`src/rtl/ram_pkg.sv`:
```
// Shared types for the RAM request queue: request op, queued request entry and issue-FSM state.
package ram_pkg;

    localparam int unsigned AddrW = 24;
    localparam int unsigned DataW = 16;

    typedef enum logic {
        OpWr = 1'b0,
        OpRd = 1'b1
    } ram_op_t;

    typedef struct packed {
        ram_op_t            op;
        logic [AddrW-1:0]   addr;
        logic [DataW-1:0]   data;
    } ram_req_t;

    typedef enum logic [1:0] {
        StIdle,
        StIssue,
        StWaitRd,
        StReturn
    } ram_state_t;

endpackage

```
`src/rtl/ram_req_queue_if.sv`:
```
// Request/read-return bus used on both the CPU side and the SDRAM-controller side.
interface ram_req_queue_if;
    import ram_pkg::*;

    logic [AddrW-1:0] addr;
    logic [DataW-1:0] wr_data;
    logic             wr_en;
    logic             rd_en;
    logic             busy;
    logic [DataW-1:0] rd_data;
    logic             rd_ready;
    logic             rd_ack;

    modport master (
        output addr, wr_data, wr_en, rd_en, rd_ack,
        input  busy, rd_data, rd_ready
    );

    modport slave (
        input  addr, wr_data, wr_en, rd_en, rd_ack,
        output busy, rd_data, rd_ready
    );

endinterface

```
`src/rtl/sync_fifo.sv`:
```
// Single-clock FIFO with power-of-two depth; push when full and pop when empty are ignored.
module sync_fifo #(
    parameter int unsigned Width = 8,
    parameter int unsigned Depth = 4
) (
    input  logic             clk,
    input  logic             rst_n,
    input  logic             push_i,
    input  logic [Width-1:0] wdata_i,
    input  logic             pop_i,
    output logic [Width-1:0] rdata_o,
    output logic             full_o,
    output logic             empty_o
);

    localparam int unsigned PtrW = $clog2(Depth);

    logic [Width-1:0] storage_q [Depth];
    logic [PtrW-1:0]  wr_ptr_q, wr_ptr_d;
    logic [PtrW-1:0]  rd_ptr_q, rd_ptr_d;
    logic [PtrW:0]    count_q, count_d;
    logic             do_push, do_pop;

    assign do_push = push_i & ~full_o;
    assign do_pop  = pop_i & ~empty_o;

    // Occupancy never exceeds Depth, so the MSB is set only when full.
    assign full_o  = count_q[PtrW];
    assign empty_o = (count_q == '0);
    assign rdata_o = storage_q[rd_ptr_q];

    always_comb begin
        wr_ptr_d = wr_ptr_q;
        rd_ptr_d = rd_ptr_q;
        count_d  = count_q;
        if (do_push) begin
            wr_ptr_d = wr_ptr_q + 1'b1;
        end
        if (do_pop) begin
            rd_ptr_d = rd_ptr_q + 1'b1;
        end
        if (do_push && !do_pop) begin
            count_d = count_q + 1'b1;
        end else if (!do_push && do_pop) begin
            count_d = count_q - 1'b1;
        end
    end

    always_ff @(posedge clk) begin
        if (!rst_n) begin
            wr_ptr_q <= '0;
            rd_ptr_q <= '0;
            count_q  <= '0;
        end else begin
            wr_ptr_q <= wr_ptr_d;
            rd_ptr_q <= rd_ptr_d;
            count_q  <= count_d;
        end
    end

    always_ff @(posedge clk) begin
        if (do_push) begin
            storage_q[wr_ptr_q] <= wdata_i;
        end
    end

endmodule

```
`src/rtl/ram_req_queue.sv`:
```
// Queues CPU read/write requests and issues them in order to the SDRAM controller,
// returning read data to the CPU through a ready/ack handshake.
module ram_req_queue
    import ram_pkg::*;
#(
    parameter int unsigned DEPTH = 4
) (
    input  logic            clk,
    input  logic            rst_n,
    ram_req_queue_if.slave  cpu,
    ram_req_queue_if.master mem
);

    ram_req_t                     push_req;
    ram_req_t                     head_req;
    logic [$bits(ram_req_t)-1:0]  head_bits;
    logic                         fifo_full, fifo_empty, fifo_pop;
    logic                         req_accept, cpu_busy;

    ram_state_t       state_q, state_d;
    logic             rd_pending_q, rd_pending_d;
    logic [AddrW-1:0] mem_addr_q, mem_addr_d;
    logic [DataW-1:0] mem_wr_data_q, mem_wr_data_d;
    logic             mem_wr_en_q, mem_wr_en_d;
    logic             mem_rd_en_q, mem_rd_en_d;
    logic             mem_rd_ack_q, mem_rd_ack_d;
    logic [DataW-1:0] cpu_rd_data_q, cpu_rd_data_d;
    logic             cpu_rd_ready_q, cpu_rd_ready_d;

    // Busy comes only from registered state; an outstanding read blocks all new requests.
    assign cpu_busy   = fifo_full | rd_pending_q;
    assign req_accept = (cpu.wr_en | cpu.rd_en) & ~cpu_busy;
    assign fifo_pop   = (state_q == StIssue);
    assign head_req   = ram_req_t'(head_bits);

    always_comb begin
        push_req.op   = cpu.wr_en ? OpWr : OpRd;
        push_req.addr = cpu.addr;
        push_req.data = cpu.wr_data;
    end

    sync_fifo #(
        .Width ($bits(ram_req_t)),
        .Depth (DEPTH)
    ) u_fifo (
        .clk     (clk),
        .rst_n   (rst_n),
        .push_i  (req_accept),
        .wdata_i (push_req),
        .pop_i   (fifo_pop),
        .rdata_o (head_bits),
        .full_o  (fifo_full),
        .empty_o (fifo_empty)
    );

    always_comb begin
        state_d        = state_q;
        rd_pending_d   = rd_pending_q;
        mem_addr_d     = mem_addr_q;
        mem_wr_data_d  = mem_wr_data_q;
        mem_wr_en_d    = 1'b0;
        mem_rd_en_d    = 1'b0;
        mem_rd_ack_d   = 1'b0;
        cpu_rd_data_d  = cpu_rd_data_q;
        cpu_rd_ready_d = cpu_rd_ready_q;

        // A read strobe together with a write strobe is discarded.
        if (req_accept && !cpu.wr_en) begin
            rd_pending_d = 1'b1;
        end

        unique case (state_q)
            StIdle: begin
                if (!fifo_empty && !mem.busy) begin
                    state_d       = StIssue;
                    mem_addr_d    = head_req.addr;
                    mem_wr_data_d = head_req.data;
                    mem_wr_en_d   = (head_req.op == OpWr);
                    mem_rd_en_d   = (head_req.op == OpRd);
                end
            end
            StIssue: begin
                state_d = mem_rd_en_q ? StWaitRd : StIdle;
            end
            StWaitRd: begin
                if (mem.rd_ready) begin
                    state_d        = StReturn;
                    cpu_rd_data_d  = mem.rd_data;
                    cpu_rd_ready_d = 1'b1;
                    mem_rd_ack_d   = 1'b1;
                end
            end
            StReturn: begin
                if (cpu.rd_ack) begin
                    state_d        = StIdle;
                    cpu_rd_ready_d = 1'b0;
                    rd_pending_d   = 1'b0;
                end
            end
            default: state_d = StIdle;
        endcase
    end

    always_ff @(posedge clk) begin
        if (!rst_n) begin
            state_q        <= StIdle;
            rd_pending_q   <= 1'b0;
            mem_addr_q     <= '0;
            mem_wr_data_q  <= '0;
            mem_wr_en_q    <= 1'b0;
            mem_rd_en_q    <= 1'b0;
            mem_rd_ack_q   <= 1'b0;
            cpu_rd_data_q  <= '0;
            cpu_rd_ready_q <= 1'b0;
        end else begin
            state_q        <= state_d;
            rd_pending_q   <= rd_pending_d;
            mem_addr_q     <= mem_addr_d;
            mem_wr_data_q  <= mem_wr_data_d;
            mem_wr_en_q    <= mem_wr_en_d;
            mem_rd_en_q    <= mem_rd_en_d;
            mem_rd_ack_q   <= mem_rd_ack_d;
            cpu_rd_data_q  <= cpu_rd_data_d;
            cpu_rd_ready_q <= cpu_rd_ready_d;
        end
    end

    assign cpu.busy     = cpu_busy;
    assign cpu.rd_data  = cpu_rd_data_q;
    assign cpu.rd_ready = cpu_rd_ready_q;
    assign mem.addr     = mem_addr_q;
    assign mem.wr_data  = mem_wr_data_q;
    assign mem.wr_en    = mem_wr_en_q;
    assign mem.rd_en    = mem_rd_en_q;
    assign mem.rd_ack   = mem_rd_ack_q;

endmodule

```
`src/flat_wrapper.sv`:
```
// flat-port wrapper written by rule: the top's interface ports become plain ports
module ram_req_queue_flat import ram_pkg::*;
#(
    parameter int unsigned DEPTH = 4
)
  (clk, rst_n, cpu_addr, cpu_wr_data, cpu_wr_en, cpu_rd_en, cpu_rd_ack, cpu_busy, cpu_rd_data, cpu_rd_ready, mem_addr, mem_wr_data, mem_wr_en, mem_rd_en, mem_rd_ack, mem_busy, mem_rd_data, mem_rd_ready);
  ram_req_queue_if cpu_i ();
  ram_req_queue_if mem_i ();
  input  logic clk;
  input  logic rst_n;
  input wire logic [$bits(cpu_i.addr)-1:0] cpu_addr;
  input wire logic [$bits(cpu_i.wr_data)-1:0] cpu_wr_data;
  input wire logic [$bits(cpu_i.wr_en)-1:0] cpu_wr_en;
  input wire logic [$bits(cpu_i.rd_en)-1:0] cpu_rd_en;
  input wire logic [$bits(cpu_i.rd_ack)-1:0] cpu_rd_ack;
  output wire logic [$bits(cpu_i.busy)-1:0] cpu_busy;
  output wire logic [$bits(cpu_i.rd_data)-1:0] cpu_rd_data;
  output wire logic [$bits(cpu_i.rd_ready)-1:0] cpu_rd_ready;
  output wire logic [$bits(mem_i.addr)-1:0] mem_addr;
  output wire logic [$bits(mem_i.wr_data)-1:0] mem_wr_data;
  output wire logic [$bits(mem_i.wr_en)-1:0] mem_wr_en;
  output wire logic [$bits(mem_i.rd_en)-1:0] mem_rd_en;
  output wire logic [$bits(mem_i.rd_ack)-1:0] mem_rd_ack;
  input wire logic [$bits(mem_i.busy)-1:0] mem_busy;
  input wire logic [$bits(mem_i.rd_data)-1:0] mem_rd_data;
  input wire logic [$bits(mem_i.rd_ready)-1:0] mem_rd_ready;
  assign cpu_i.addr = cpu_addr;
  assign cpu_i.wr_data = cpu_wr_data;
  assign cpu_i.wr_en = cpu_wr_en;
  assign cpu_i.rd_en = cpu_rd_en;
  assign cpu_i.rd_ack = cpu_rd_ack;
  assign cpu_busy = cpu_i.busy;
  assign cpu_rd_data = cpu_i.rd_data;
  assign cpu_rd_ready = cpu_i.rd_ready;
  assign mem_addr = mem_i.addr;
  assign mem_wr_data = mem_i.wr_data;
  assign mem_wr_en = mem_i.wr_en;
  assign mem_rd_en = mem_i.rd_en;
  assign mem_rd_ack = mem_i.rd_ack;
  assign mem_i.busy = mem_busy;
  assign mem_i.rd_data = mem_rd_data;
  assign mem_i.rd_ready = mem_rd_ready;
  ram_req_queue #(.DEPTH(DEPTH)) u_core (.clk(clk), .rst_n(rst_n), .cpu(cpu_i), .mem(mem_i));
endmodule
```
`config.mk`:
```
export PLATFORM = sky130hd
export DESIGN_NAME = ram_req_queue_flat
export DESIGN_NICKNAME = d
export VERILOG_FILES = /design/src/rtl/ram_pkg.sv /design/src/rtl/ram_req_queue_if.sv /design/src/rtl/sync_fifo.sv /design/src/rtl/ram_req_queue.sv /design/src/flat_wrapper.sv
export SDC_FILE = /design/constraint.sdc
export NUM_CORES = 1
export LEC_CHECK = 0
export BUFFER_PORTS_ARGS = -buffer_cell sky130_fd_sc_hd__buf_2
export CAP_MARGIN = 20
export CELL_PAD_IN_SITES_DETAIL_PLACEMENT = 2
export CELL_PAD_IN_SITES_GLOBAL_PLACEMENT = 2
export CORE_MARGIN = 5
export CORE_UTILIZATION = 40
export CTS_BUF_LIST = sky130_fd_sc_hd__clkbuf_8
export CTS_CLUSTER_SIZE = 16
export DETAILED_ROUTE_END_ITERATION = 10
export PLACE_DENSITY_LB_ADDON = 0.08
export SETUP_SLACK_MARGIN = 0.2
export SYNTH_ARGS = -nofsm -noshare
export SYNTH_HDL_FRONTEND = slang
export SYNTH_HIERARCHICAL = 1
export SYNTH_SLANG_ARGS = --single-unit
```
`constraint.sdc`:
```
create_clock -name clk -period 3.15 [get_ports clk]
set_input_delay 0.63 -clock clk [delete_from_list [all_inputs] [get_ports clk]]
set_output_delay 0.63 -clock clk [all_outputs]
set_load 0.1 [all_outputs]
```
# After elaboration in Yosys (flattened, before gate mapping)
# Memory sizes are Yosys's and may differ from the RTL's. A register that Yosys moved wholly into a read port is not among the register bits.
# Index checks and enable logic that the tools add are counted.
# word_totals
register_bits,70
ram_bits,164
output_inout_bits,61
wordCells,70
mem_count,1
# classes
add_sub_neg,4
eq_ne,6
n_mux,19
bitwise_logic,9
reduce_logical,19
# memory_table
memory,depth,word_bits,read_ports,rd_clocked_by_memory_dff,wr,line_no,rtl
u_core.u_fifo.storage_q,4,41,1,1,1,sync_fifo.sv:18,logic [Width-1:0] storage_q [Depth];
# ops
op,n
$mux W2,6
$mux W1,9
$reduce_and A3 Y1,3
$pmux W2 S4,1
$mux W3,2
$reduce_and A2 Y1,3
$logic_not A1 Y1,5
$add A2 B1 Y2 const B,2
$eq A2 B2 Y1 const B,2
$logic_and A1 B1 Y1,4
$ne A2 B2 Y1 const B,2
$not A1 Y1,4
$reduce_bool A2 Y1,2
$add A3 B1 Y3 const B,1
$and A1 B1 Y1,3
$logic_not A3 Y1,1
$sub A3 B1 Y3 const B,1
$eq A2 B1 Y1 const B,1
$logic_not A2 Y1,1
$ne A2 B1 Y1 const B,1
$or A1 B1 Y1,2
$pmux W1 S2,1

# Depth between registers and ports, before layout
# Gate-level depths: netlist of the first run.
# logic_depth
ltp_word,8
ltp_mapped,10
depth_no_buf,9

# Cells and area by module
# The synthesis of the first run kept the hierarchy.
# by_module_without_submodules
mod,n_inst,cells_each,area_per_inst_um2
sync_fifo,1,259,6446.2
ram_req_queue,1,274,2528.7

# Least setup slack after synthesis of the first run
# No wires, ideal clock.
# synth_path
path_kind,flip-flop to flip-flop
startpoint,register u_core.u_fifo.count_q[2]
endpoint,memory u_core/u_fifo/storage_q[0][0] (netlist name) (enable)
setup_time_ns,0.402
t_arrival_ns,2.334
required_time_ns,2.748
setup_slack_ns,0.413
path_stages_with_launch,6
path_buffers,1
synth_period_minus_slack_ns,2.737
path_cell_list,dfxtp_1 or2_2 nor2_1 nor2b_1 buf_2 and2_1
# synth_between
elab_chain_cells,6
word_cells_on_any_way,7
cone_classes,2 x mux; 5 x bitwise
# synth_lines
element,line_no,rtl
from (decl),sync_fifo.sv:21,"logic [PtrW:0] count_q, count_d;"
from (signal assigned),sync_fifo.sv:57,count_q <= count_d;
$or A1 B1 Y1,ram_req_queue.sv:31,assign cpu_busy = fifo_full | rd_pending_q;
net cpu_busy,flat_wrapper.sv:16,output wire logic [$bits(cpu_i.busy)-1:0] cpu_busy;
$not A1 Y1,ram_req_queue.sv:32,assign req_accept = (cpu.wr_en | cpu.rd_en) & ~cpu_busy;
$and A1 B1 Y1,ram_req_queue.sv:32,
net u_core.req_accept,ram_req_queue.sv:18,"logic req_accept, cpu_busy;"
$and A1 B1 Y1,sync_fifo.sv:24,assign do_push = push_i & ~full_o;
net u_core.u_fifo.do_push,sync_fifo.sv:22,"logic do_push, do_pop;"
$mux W1,sync_fifo.sv:62,if (do_push) begin
$mux W1 (not written as such),sync_fifo.sv:63,storage_q[wr_ptr_q] <= wdata_i;
to (decl),sync_fifo.sv:18,
# The timed path passes the listed nets, and every way through them passes these cells.

# Final worst setup path of the first run
# layout_path
startpoint,register u_core.u_fifo.count_q[2]
endpoint,register u_core.u_fifo.count_q[2]
# layout_between
elab_chain_cells,7
word_cells_on_any_way,17
cone_classes,2 x add/sub; 2 x mux; 7 x bitwise; 6 x reduce/logical
# layout_lines
element,line_no,rtl
$or A1 B1 Y1 *,ram_req_queue.sv:31,
$not A1 Y1 *,ram_req_queue.sv:32,
$and A1 B1 Y1 *,ram_req_queue.sv:32,
net u_core.req_accept,ram_req_queue.sv:18,
$and A1 B1 Y1 *,sync_fifo.sv:24,
$logic_not A1 Y1,sync_fifo.sv:44,end else if (!do_push && do_pop) begin
$logic_and A1 B1 Y1,sync_fifo.sv:44,
$reduce_bool A2 Y1 (no source line),-,
# The timed path passes the listed nets; every way through them passes the cells marked *. The select of a mux whose other input is x is not followed.
# A chain may end at the register's enable or synchronous reset.

==> impl_metrics.json, run 1 <==
{
  "final_util_pct": 48.6,
  "vias": 5064,
  "fin_nets": 750,
  "grt_max_degree": 47,
  "syn_inst": 533,
  "cp_slowest_stage_delay_ns": 0.43,
  "crit_fanout": 8,
  "hpwlAfterDp_um": 13700,
  "critical_path_buf_inv_count": 2,
  "syn2layout_area_growth_pct": 18.8,
  "ys_top_cells_by_count": "edfxtp_1, nand2_1, dfxtp_1",
  "final_cell_area_um2": 10700,
  "cts_resized": 0,
  "grt_pass1_vias": 5859,
  "path_cells": "or2_2 -> nor2_1 -> nor2b_1 -> buf_4 -> ha_1 -> inv_1 -> fa_1 -> xor2_1 -> or3_1 -> a21boi_0",
  "hold_violations": 0,
  "dpl_cell_area_um2": 9870,
  "clockBufferDepth": 3,
  "cts_made_buffers": 41,
  "grt_usage_pct": 16.8,
  "p_leak_nw": 3.95,
  "status": "completed",
  "power_density_nw_per_um2": 931,
  "syn_area_per_cell_um2": 16.8,
  "synth_top_family_by_area": "multiplexers",
  "yosys.cell_types.count": 38,
  "synth_area_leaders": "edfxtp_1, dfxtp_1, mux4_2, mux2i_1, nand2_1",
  "worstReg2RegStart": "u_core/u_fifo/count_q[2]",
  "cts.sinks": 236,
  "crit_family": "simple AND/OR/NAND/NOR gates",
  "grt_pass1_wl_um": 33600,
  "synth_area_um2": 8970,
  "drc": 0,
  "start_util_pct": 40.9,
  "root_buffer": "clkbuf_8",
  "finalMaxSlewViolations": 0,
  "max_slew.worst_pin.slew_ns": 0.826,
  "relSlewSlack_pct": 44.9,
  "port-buffer-count": 123,
  "min_period_over_period_pct": 82.4,
  "period_minus_slack_ns": 2.60,
  "cp.required_ns": 3.60,
  "ys_async_sr_fraction_pct": 0,
  "dieArea_um2": 25500,
  "crit_end": "u_core/u_fifo/count_q[2]",
  "postCtsHoldBufs": 0,
  "antenna_found_initial": 2,
  "cts_max_level": 2,
  "dr.pass1.iters": 4,
  "finalWirelength_um": 21400,
  "die_y_um": 160,
  "startpoint_type": "register",
  "syn_nets": 602,
  "clk_latency_ns": 0.53,
  "synth_top_area_cell": "edfxtp_1",
  "crit_path_start": "u_core/u_fifo/count_q[2]",
  "ant_nets": 0,
  "slowest_stage": "fa_1",
  "ys_ff_latch": 236,
  "worstSetupEndpointType": "register",
  "cp.arrival_ns": 3.04,
  "ys_seq_area_share_pct": 70.9,
  "antenna_cells": 0,
  "row_count": 54,
  "synth_edf_count": 164,
  "p_total_mw": 9.92,
  "synth_xor_area_share_pct": 0.488,
  "ys.warnings.count": 6,
  "ios": 124,
  "synth_top_area_share_pct": 54.9,
  "postCtsSetupBuffers": 0,
  "synth_ff_type": "edfxtp_1",
  "finalWorstSetupSlack_ns": 0.553,
  "rrSetupSlack_ns": 0.55,
  "critPathKind": "reg2reg",
  "path_depth": 10,
  "die_w_um": 160,
  "nFillCells": 2091,
  "synth.most_common_cell": "edfxtp_1",
  "finalSetupViolations": 0,
  "synth-compound-area-share_pct": 1.13,
  "peakVddDrop_mv": 0.514,
  "synthMuxAreaShare_pct": 16.8,
  "place_congestion": 0.726,
  "yosys.area_share.simple_pct": 6.75,
  "wire_per_inst_um": 21.5,
  "setup_tns_ns": 0,
  "rsz0062_at_grt": "false",
  "clk_pin_slew_worst_paths_ns": 0.06,
  "max_freq_ghz": 0.385,
  "rr_worst_depth": 10,
  "drtIter0Drc": 222,
  "finClkSkew_ns": 0.0115,
  "grt_overflow": 0,
  "drive_gt1_share_pct": 34.1,
  "via_per_inst": 5.10,
  "core_area_um2": 22000,
  "cap_violations": 0,
  "r2r-end": "u_core/u_fifo/count_q[2]",
  "dp_slack_ns": 0.503,
  "tritoncts": "done",
  "hold_path_class": "in2reg",
  "synth-adder-area-share_pct": 0.920
}
[layout make-up]
| type | count | area (um2) | area share [%] |
|---|---|---|---|
| multi-input combinational | 260 | 2350 | 22.0 |
| inverter | 6 | 22.5 | 0.211 |
| tap | 280 | 350 | 3.29 |
| timing repair buffer | 136 | 778 | 7.30 |
| clock inverter | 30 | 175 | 1.64 |
| sequential | 236 | 6370 | 59.8 |
| clock buffer | 45 | 619 | 5.81 |
[worst reg2reg max path: stages, from the launching register on]
cell and delay [ns]:
dfxtp_1 0.40, or2_2 0.33, nor2_1 0.11, nor2b_1 0.15, buf_4 0.17, ha_1 0.19
inv_1 0.07, fa_1 0.43, xor2_1 0.18, or3_1 0.30, a21boi_0 0.19
[layout by cell type, fill, tap and decap left out, types with 2 or more instances in the layout]
cell	n
a21oi_1	2
and2_1	7
and2_2	4
buf_12	5
buf_2	122
buf_4	9
bufinv_16	2
clkbuf_8	45
clkinv_1	6
clkinv_2	5
dfxtp_1	70
edfxtp_1	164
ha_1	5
inv_1	22
mux2i_1	58
mux4_2	40
nand2_1	113
nor2_1	2
nor2b_1	4
o21ai_0	2
xnor2_1	4
[state kept, by name (all words and copies together) (netlist names), named ones only]
register                 flops
u_core/u_fifo/storage_q    164
u_core/u_fifo/wr_ptr_q       2
u_core/state_q               1
u_core/rd_pending_q          1
u_core/u_fifo/count_q        3
u_core/mem.rd_ack            1
u_core/u_fifo/rd_ptr_q       2
u_core/mem.wr_en             1
u_core/mem.wr_data          16
u_core/mem.addr             24
u_core/cpu.rd_data          16
u_core/cpu.rd_ready          1
u_core/mem.rd_en             1
[worst min-delay path by stage]
| stage | startpoint | end | slack, ns | depth (start not counted) |
|---|---|---|---|---|
| after floorplan | u_core/rd_pending_q | u_core/rd_pending_q | 0.44 | 2 |
| after global placement | u_core/cpu.rd_data[7] | u_core/cpu.rd_data[7] | 0.44 | 2 |
| after detailed placement | u_core/mem.addr[6] | u_core/mem.addr[6] | 0.45 | 2 |
| after CTS | cpu_wr_data[13] | u_core/u_fifo/storage_q[1][13] | 0.28 | 1 |
| after global routing | cpu_addr[21] | u_core/u_fifo/storage_q[3][37] | 0.28 | 1 |
| final | cpu_addr[16] | u_core/u_fifo/storage_q[2][32] | 0.32 | 1 |
[kinds of logic after synthesis]
logic type      after synthesis
mux                          99
compound gates               11
flops                       236
xor+xnor                      5
buf+inv                      37
simple gates                139
fa+ha+maj                     6
[layer usage]
layer	up-vias	track usage [%]	share of wire, %
li1	2277	-	-
met1	2591	20.6	41
met2	158	29.0	51
met3	34	4.36	5.5
met4	4	5.48	1.7
met5	-	0	0.12
[stage by stage]
stage	std cells	hold WS [ns]
2_1_floorplan	533	0.438
3_3_place_gp	918	0.439
3_5_place_dp	918	0.449
4_1_cts	993	0.278
5_1_grt	993	0.278
6_report	993	0.316
[power breakdown]
| group | switching [mW] | internal (mW) | total [mW] | leakage, nW |
|---|---|---|---|---|
| clock | 1.20 | 1.48 | 2.68 | 0.466 |
| sequential | 0.283 | 4.01 | 4.29 | 2.09 |
| combinational | 2.12 | 0.833 | 2.95 | 1.39 |
| total | 3.61 | 6.32 | 9.92 | 3.95 |
Power figures use the tool's default switching activity.
==> inputs of run 2 (changes only) <==
- clock period: 3.15 -> 2.4 ns (I/O delays scaled with it)
==> impl_metrics.json, run 2 (same netlist as run 1, synthesis figures left out) <==
{
  "ios": 124,
  "slowest_stage": "dfxtp_4",
  "place_congestion": 0.666,
  "power_density_nw_per_um2": 1210,
  "finalSetupViolations": 0,
  "dieArea_um2": 25500,
  "rsz0062_at_grt": "false",
  "port-buffer-count": 123,
  "drive_gt1_share_pct": 34.5,
  "row_count": 54,
  "hpwlAfterDp_um": 12800,
  "final_cell_mix": "edfxtp_1, buf_2, nand2_1",
  "finalMaxSlewViolations": 0,
  "dr.pass1.iters": 4,
  "final_util_pct": 48.7,
  "grt_overflow": 0,
  "die_w_um": 160,
  "fin_nets": 748,
  "regMostFlops": "u_core/u_fifo/storage_q",
  "min_period_over_period_pct": 88.2,
  "hold_ws_ns": 0.163,
  "cts.sinks": 236,
  "syn2layout_area_growth_pct": 19.0,
  "root_buffer": "clkbuf_8",
  "cp.arrival_ns": 2.57,
  "relSlewSlack_pct": 62.8,
  "antenna_cells": 0,
  "p_total_mw": 12.9,
  "hold_path_class": "in2reg",
  "clockBufferDepth": 3,
  "grt_usage_pct": 16.4,
  "period_minus_slack_ns": 2.12,
  "start_util_pct": 40.9,
  "max_freq_ghz": 0.472,
  "dp_slack_ns": 0.151,
  "layout_commonest_cell": "edfxtp_1",
  "via_per_inst": 5.03,
  "clk_latency_ns": 0.54,
  "antenna_found_initial": 1,
  "finalWirelength_um": 20900,
  "die_y_um": 160,
  "critPathKind": "reg2reg",
  "status": "completed",
  "cap_violations": 0,
  "grt_max_degree": 46,
  "largest_reg_flops": 164,
  "core_area_um2": 22000,
  "worstSetupEndpointType": "register",
  "max_slew.worst_pin.slew_ns": 0.558,
  "cp_slowest_stage_delay_ns": 0.38,
  "setup_tns_ns": 0,
  "cp.required_ns": 2.85,
  "critical_path_buf_inv_count": 1,
  "grt_pass1_wl_um": 33000,
  "finClkSkew_ns": 0.0246,
  "drc": 0,
  "cts_max_level": 2,
  "finalWorstSetupSlack_ns": 0.282,
  "clk_pin_slew_worst_paths_ns": 0.06,
  "postCtsHoldBufs": 0,
  "startpoint_type": "register",
  "hold_violations": 0,
  "p_leak_nw": 3.93,
  "crit_fanout": 8,
  "vias": 4981,
  "wire_per_inst_um": 21.0,
  "peakVddDrop_mv": 0.575,
  "cts_made_buffers": 41,
  "grt_pass1_vias": 5680,
  "drtIter0Drc": 169,
  "crit_family": "simple AND/OR/NAND/NOR gates",
  "tritoncts": "done",
  "path_cells": "or2_4 -> nor2_1 -> nor2b_2 -> ha_4 -> inv_2 -> fa_2 -> xor2_1 -> or3_1 -> a21boi_1",
  "ant_nets": 0
}
[run 2: cell count changes in the layout (fill, tap and decap cells not counted), sizes merged]
cell / before / now
buf: 136 / 134
bufinv: 2 / 1
clkinv: 11 / 14
clkinvlp: 1 / 0
inv: 22 / 21
[run 2: path summary, 6_finish.rpt]
path              slack, ns                              to  cells after the start                     start
setup / recovery       0.28        u_core/u_fifo/count_q[2]                      9  u_core/u_fifo/count_q[2]
hold reg to reg        0.45          u_core/mem.wr_data[11]                      2    u_core/mem.wr_data[11]
hold / removal         0.16  u_core/u_fifo/storage_q[1][26]                      1              cpu_addr[10]
setup reg to reg       0.28        u_core/u_fifo/count_q[2]                      9  u_core/u_fifo/count_q[2]
[run 2: area by class of cell]
type / count / area (um2)
fillers: 2087 / 11300
flip-flops and latches: 236 / 6370
multi-input cells: 260 / 2370
repair buffers: 134 / 801
clock buffers: 45 / 619
well taps: 280 / 350
clock inverters: 30 / 150
inverters: 6 / 22.5
[run 2: per-layer routing]
| metal | global-route usage [%] | wire length [um] | vias to the layer above |
|---|---|---|---|
| li1 | - | - | 2270 |
| met3 | 4.46 | 1180 | 37 |
| met1 | 20.6 | 8720 | 2536 |
| met5 | 0 | 11 | - |
| met2 | 28.2 | 10500 | 136 |
| met4 | 4.73 | 413 | 2 |
[run 2: timing repair]
item                                    4_1_cts  5_1_grt
endpoints found under the setup margin        1        0
setup buffers                                 0        0
gates resized for setup                       1        0
[run 2: report_power, final]
part,internal (mW),total [mW],switching (mW)
logic,1.14,3.95,2.81
clock network,1.83,3.41,1.58
registers,5.26,5.58,0.316
total,8.24,12.9,4.70
[run 2: per-stage QoR]
stage	cells	instance area [um2]
4_1_cts	991	10700
2_1_floorplan	533	9000
6_report	991	10700
5_1_grt	991	10700
3_3_place_gp	916	9910
3_5_place_dp	916	9910
